**config.mk**
```make
export PLATFORM = sky130hd
export DESIGN_NAME = gpr_scoreboard
export DESIGN_NICKNAME = d
export VERILOG_FILES = /design/src/rtl/gpr_scoreboard.sv
export SDC_FILE = /design/constraint.sdc
export NUM_CORES = 1
export LEC_CHECK = 0
export CORE_ASPECT_RATIO = 0.6
export CORE_MARGIN = 2
export CORE_UTILIZATION = 60
export CTS_CLUSTER_DIAMETER = 80
export CTS_CLUSTER_SIZE = 10
export DETAILED_ROUTE_END_ITERATION = 8
export PLACE_DENSITY_LB_ADDON = 0.3
export SKIP_CTS_REPAIR_TIMING = 1
export SYNTH_ARGS = -nofsm -noshare
export SYNTH_HDL_FRONTEND = slang
export SYNTH_SLANG_ARGS = --single-unit
```
**constraint.sdc**
```tcl
create_clock -name clk -period 5.55 [get_ports clk]
set_input_delay 1.11 -clock clk [delete_from_list [all_inputs] [get_ports clk]]
set_output_delay 1.11 -clock clk [all_outputs]
set_load 0.02 [all_outputs]
```
**src/rtl/gpr_scoreboard.sv**
```systemverilog
// gpr_scoreboard: read-after-write / write-after-write interlock for the
// general-purpose register file. A small counter per architectural register
// tracks writes that have issued but not yet written back. Issue is held
// while a source is pending or the destination counter is saturated.
// Writeback retires one write per cycle and flush clears all pending state.
module gpr_scoreboard #(
  parameter int RF_SIZE     = 5,
  parameter int CNT_WIDTH   = 2,
  parameter int STALL_WIDTH = 32
) (
  input  logic                   clk,
  input  logic                   rst,
  input  logic                   issue_valid_i,
  output logic                   issue_ready_o,
  input  logic [RF_SIZE-1:0]     issue_rs1_i,
  input  logic                   issue_rs1_used_i,
  input  logic [RF_SIZE-1:0]     issue_rs2_i,
  input  logic                   issue_rs2_used_i,
  input  logic [RF_SIZE-1:0]     issue_rd_i,
  input  logic                   issue_rd_we_i,
  input  logic                   wb_valid_i,
  input  logic [RF_SIZE-1:0]     wb_rd_i,
  input  logic                   flush_i,
  output logic                   busy_o,
  output logic                   err_o,
  output logic [STALL_WIDTH-1:0] stall_cycles_o
);

  localparam int                   NREG    = 1 << RF_SIZE;
  localparam logic [CNT_WIDTH-1:0] CNT_MAX = '1;

  logic [CNT_WIDTH-1:0]   r_cnt [NREG];
  logic [CNT_WIDTH-1:0]   w_cnt_nxt [NREG];
  logic                   r_busy;
  logic                   r_err;
  logic [STALL_WIDTH-1:0] r_stall;

  logic w_rs1_pend;
  logic w_rs2_pend;
  logic w_rd_full;
  logic w_ready;
  logic w_fire;
  logic w_busy_nxt;
  logic w_underflow;
  logic w_stall;

  // Hazard detection looks only at registered counters, so a writeback in
  // the current cycle releases a stalled consumer on the following cycle,
  // matching the register file's write-then-registered-read timing.
  assign w_rs1_pend = issue_rs1_used_i && (issue_rs1_i != '0) && (r_cnt[issue_rs1_i] != '0);
  assign w_rs2_pend = issue_rs2_used_i && (issue_rs2_i != '0) && (r_cnt[issue_rs2_i] != '0);
  assign w_rd_full  = issue_rd_we_i && (issue_rd_i != '0) && (r_cnt[issue_rd_i] == CNT_MAX);

  // Ready deliberately ignores issue_valid_i to avoid a valid/ready loop.
  assign w_ready    = !flush_i && !w_rs1_pend && !w_rs2_pend && !w_rd_full;
  assign w_fire     = issue_valid_i && w_ready;
  assign w_stall    = issue_valid_i && !w_ready;

  // Writeback to an idle register is an accounting error; x0 never counts.
  assign w_underflow = wb_valid_i && !flush_i && (wb_rd_i != '0) && (r_cnt[wb_rd_i] == '0);

  // Next-state counter per register: flush clears, simultaneous inc/dec holds.
  always_comb begin
    // NOTE: every variable gets a default before any conditional update so
    // no path leaves it unassigned, which would otherwise infer a latch.
    w_busy_nxt = 1'b0;
    for (int r = 0; r < NREG; r++) begin
      w_cnt_nxt[r] = r_cnt[r];
      if (flush_i) begin
        w_cnt_nxt[r] = '0;
      end else if (r != 0) begin
        if (w_fire && issue_rd_we_i && (issue_rd_i == RF_SIZE'(r))) begin
          if (!(wb_valid_i && (wb_rd_i == RF_SIZE'(r)) && (r_cnt[r] != '0)))
            w_cnt_nxt[r] = r_cnt[r] + 1'b1;
        end else if (wb_valid_i && (wb_rd_i == RF_SIZE'(r)) && (r_cnt[r] != '0)) begin
          w_cnt_nxt[r] = r_cnt[r] - 1'b1;
        end
      end
      w_busy_nxt = w_busy_nxt | (w_cnt_nxt[r] != '0);
    end
  end

  // State update: counters, busy flag, sticky error and stall counter.
  always_ff @(posedge clk) begin
    // NOTE: sequential state uses non-blocking assignments so every register
    // samples the pre-edge values regardless of statement order.
    if (rst) begin
      // NOTE: the counter array is control state, not data storage, so every
      // entry must be reset; a stale count would block issue forever.
      for (int r = 0; r < NREG; r++) r_cnt[r] <= '0;
      r_busy  <= 1'b0;
      r_err   <= 1'b0;
      r_stall <= '0;
    end else begin
      for (int r = 0; r < NREG; r++) r_cnt[r] <= w_cnt_nxt[r];
      r_busy <= w_busy_nxt;
      if (w_underflow) r_err <= 1'b1;
      if (w_stall && (r_stall != '1)) r_stall <= r_stall + 1'b1;
    end
  end

  assign issue_ready_o  = w_ready;
  assign busy_o         = r_busy;
  assign err_o          = r_err;
  assign stall_cycles_o = r_stall;

endmodule

```
==> flow_summary.ini, run 1 <==
[clock_tree]
cts.sinks = 98
tritoncts = done
cts_inserted_buffers = 9
cts.clk_slew.worst_paths_ns = 0.08
root_buffer = clkbuf_16
clock_path_buffers = 2
htreeDepth = 3
clk_latency_ns = 0.37

[outcome]
outcome = finished clean

[layout]
multiInputGateArea_um2 = 5560
stdcell_area_um2 = 9550
drive_above_1_share = 0.123
ff_latch_area_um2 = 1960
syn_to_final_growth_pct = 19.3
fin_cells = 1284
finalNetCount = 1168
fillCellCount = 1039
fin_util = 0.739

[setup_path]
r2r_end = busy_o
r2r_slack_ns = 1.13
end_kind = primary output
start_kind = primary input
worstPathMaxFanout = 24
cp.arrival_ns = 4.23
worstSetupPathType = primary input to primary output
r2r_cells = 14
cp.required_ns = 4.44
r2r-start = r_cnt[30][0]

[drt]
wirelength_um = 30400
antenna_left = 0
drc = 0
vias = 8625
drt-vias-per-instance = 6.72
first_pass_iters = 6
drtIter0Drc = 1374
wl_per_cell_um = 23.7

[die]
die_y_um = 93.5
start_util = 0.619
core_um2 = 12900
row_count = 32
ios = 63
die_x_um = 153
die_area_um2 = 14300

[sta]
holdWs_ns = 0.481
layout_min_cycle_time_ns = 5.34
max-slew-margin-rel = 0.222
worst_slew_pin_slew_ns = 1.16
fin_ws_ns = 0.209
setup_viol_count_final = 0
fin_skew_ns = 0.0112
fin_tns_setup_ns = 0
rsz0062_at_grt = no
timing.final.hold_violations = 0
finalMaxSlewViolations = 0
fmax_ghz = 0.187
finalCritPeriodShare = 0.962

[global_routing]
grt_usage = 0.424
grt_pass1_wl_um = 45600
grt_pass1_vias = 7828
grt_overflow_total = 0
antenna_found_initial = 0
grt_max_degree = 43

[worst_hold_path]
whs_path_depth = 1
hp-start = r_cnt[0][0]
whs_endpoint = r_cnt[0][0]
min_path_type = register to register

[synth]
synthTopCellsByCount = nor2_1, dfxtp_1, inv_1, xnor2_1, nor3_1
synthesis.nets = 1068
synthDistinctLibCells = 70
avgSynthCellArea_um2 = 7.94
syn_area_um2 = 8000
synthCells = 1008
ys_ff_latch = 98
synth_top_area_share = 0.245
synthArstFlopShare = 0
yosysMostFrequentCell = nor2_1
yosysTopAreaCell = dfxtp_1
synthFlopType = dfxtp_1
yosysSeqAreaShare = 0.245
synth.area.top_cells = dfxtp_1, xnor2_1, mux4_2, nor2_1, ha_1
yosysWarnings = 0
synth_edf_count = 0

[power]
finalPower_mw = 1.60
p_leak_nw = 3.27
ir_drop_uv = 141
powerDensity_nw_per_um2 = 167

[placed_design]
place_area_um2 = 9240
dpl.cell_count = 1267
hpwlAfterDp_um = 23900
portBuffers = 62
gp_routability_congestion = 1.08
place_ws_ns = 0.0202

[flow_run]
drv_cap = 0
==> worst max-delay path: stages <==
cell and delay [ns]:
clkdlybuf4s50_1 0.51, buf_12 0.19, mux4_2 0.51, a22oi_1 0.17, and3_1 0.17, a21oi_1 0.07, nor4_4 0.48, buf_4 0.27
nand2_1 0.09, inv_1 0.06, clkdlybuf4s50_1 0.59
==> kinds of logic after synthesis <==
| family | share of synthesized area |
|---|---|
| AO/OA/AOI/OAI | 0.109 |
| XOR/XNOR | 0.101 |
| adder cells (fa/ha/maj) | 0.0864 |
| buffers and inverters | 0.0614 |
| flip-flops | 0.245 |
| multiplexers | 0.110 |
| AND/OR/NAND/NOR | 0.287 |
==> layout make-up <==
class | count | share of cell area
Antenna cell | 1 | 0.000262
Clock buffer | 9 | 0.0236
Clock inverter | 7 | 0.00851
Inverter | 76 | 0.0299
Multi-Input combinational cell | 785 | 0.582
Sequential cell | 98 | 0.205
Tap cell | 170 | 0.0223
Timing Repair Buffer | 138 | 0.128
==> where the power goes <==
part	switching, mW	internal, mW
Clock	0.336	0.321
Sequential	0.00265	0.705
Combinational	0.146	0.0849
==> metal layers <==
| metal | global-route usage | up-vias | part of all wire |
|---|---|---|---|
| li1 | - | 3810 | - |
| met3 | 0.202 | 82 | 0.19 |
| met5 | 0 | - | 0 |
| met4 | 0.0918 | 0 | 0.020 |
| met1 | 0.611 | 4011 | 0.41 |
| met2 | 0.566 | 722 | 0.37 |
==> worst max path at each step <==
stage                         from            end  slack, ns  cells after the start
CTS                  issue_rd_i[0]  issue_ready_o       0.24                     11
finish               issue_rd_i[0]  issue_ready_o       0.21                     11
floorplan            issue_rd_i[0]         busy_o       0.81                     14
detailed placement   issue_rd_i[0]         busy_o       0.02                     15
global placement    issue_rs1_i[1]         busy_o       0.02                     14
global route        issue_rs2_i[1]  issue_ready_o       0.09                     11
==> cells in the final DEF (no fill, tap or decap), drive strengths merged, types with 10 or more instances in the layout <==
| cell | n |
|---|---|
| nand2b | 10 |
| clkdlybuf4s50 | 61 |
| nand3 | 36 |
| ha | 32 |
| a211oi | 12 |
| inv | 77 |
| dfxtp | 98 |
| or3 | 23 |
| nor2b | 13 |
| buf | 77 |
| nand4 | 22 |
| nand2 | 54 |
| xnor2 | 67 |
| maj3 | 29 |
| xor2 | 23 |
| and3 | 19 |
| and2 | 15 |
| nor4 | 24 |
| mux4 | 28 |
| nor2 | 145 |
| o21ai | 21 |
| or4 | 11 |
| mux2i | 19 |
| nor3 | 56 |
| a21oi | 38 |
==> state kept, by name, summed over array words and instances (netlist names) <==
| name | cells |
|---|---|
| busy_o | 1 |
| r_cnt | 64 |
| stall_cycles_o | 32 |
| err_o | 1 |
No activity file was read; power rests on OpenSTA's default activity.
==> run 2, diff against run 1 <==
--- a/config.mk
+++ b/config.mk
@@ -8,6 +8,7 @@
 export CORE_ASPECT_RATIO = 0.6
 export CORE_MARGIN = 2
 export CORE_UTILIZATION = 60
+export CTS_BUF_LIST = sky130_fd_sc_hd__clkbuf_16
 export CTS_CLUSTER_DIAMETER = 80
 export CTS_CLUSTER_SIZE = 10
 export DETAILED_ROUTE_END_ITERATION = 8
==> results of run 2 <==
No change in the layout: final DEF, timing and power equal those of run 1.
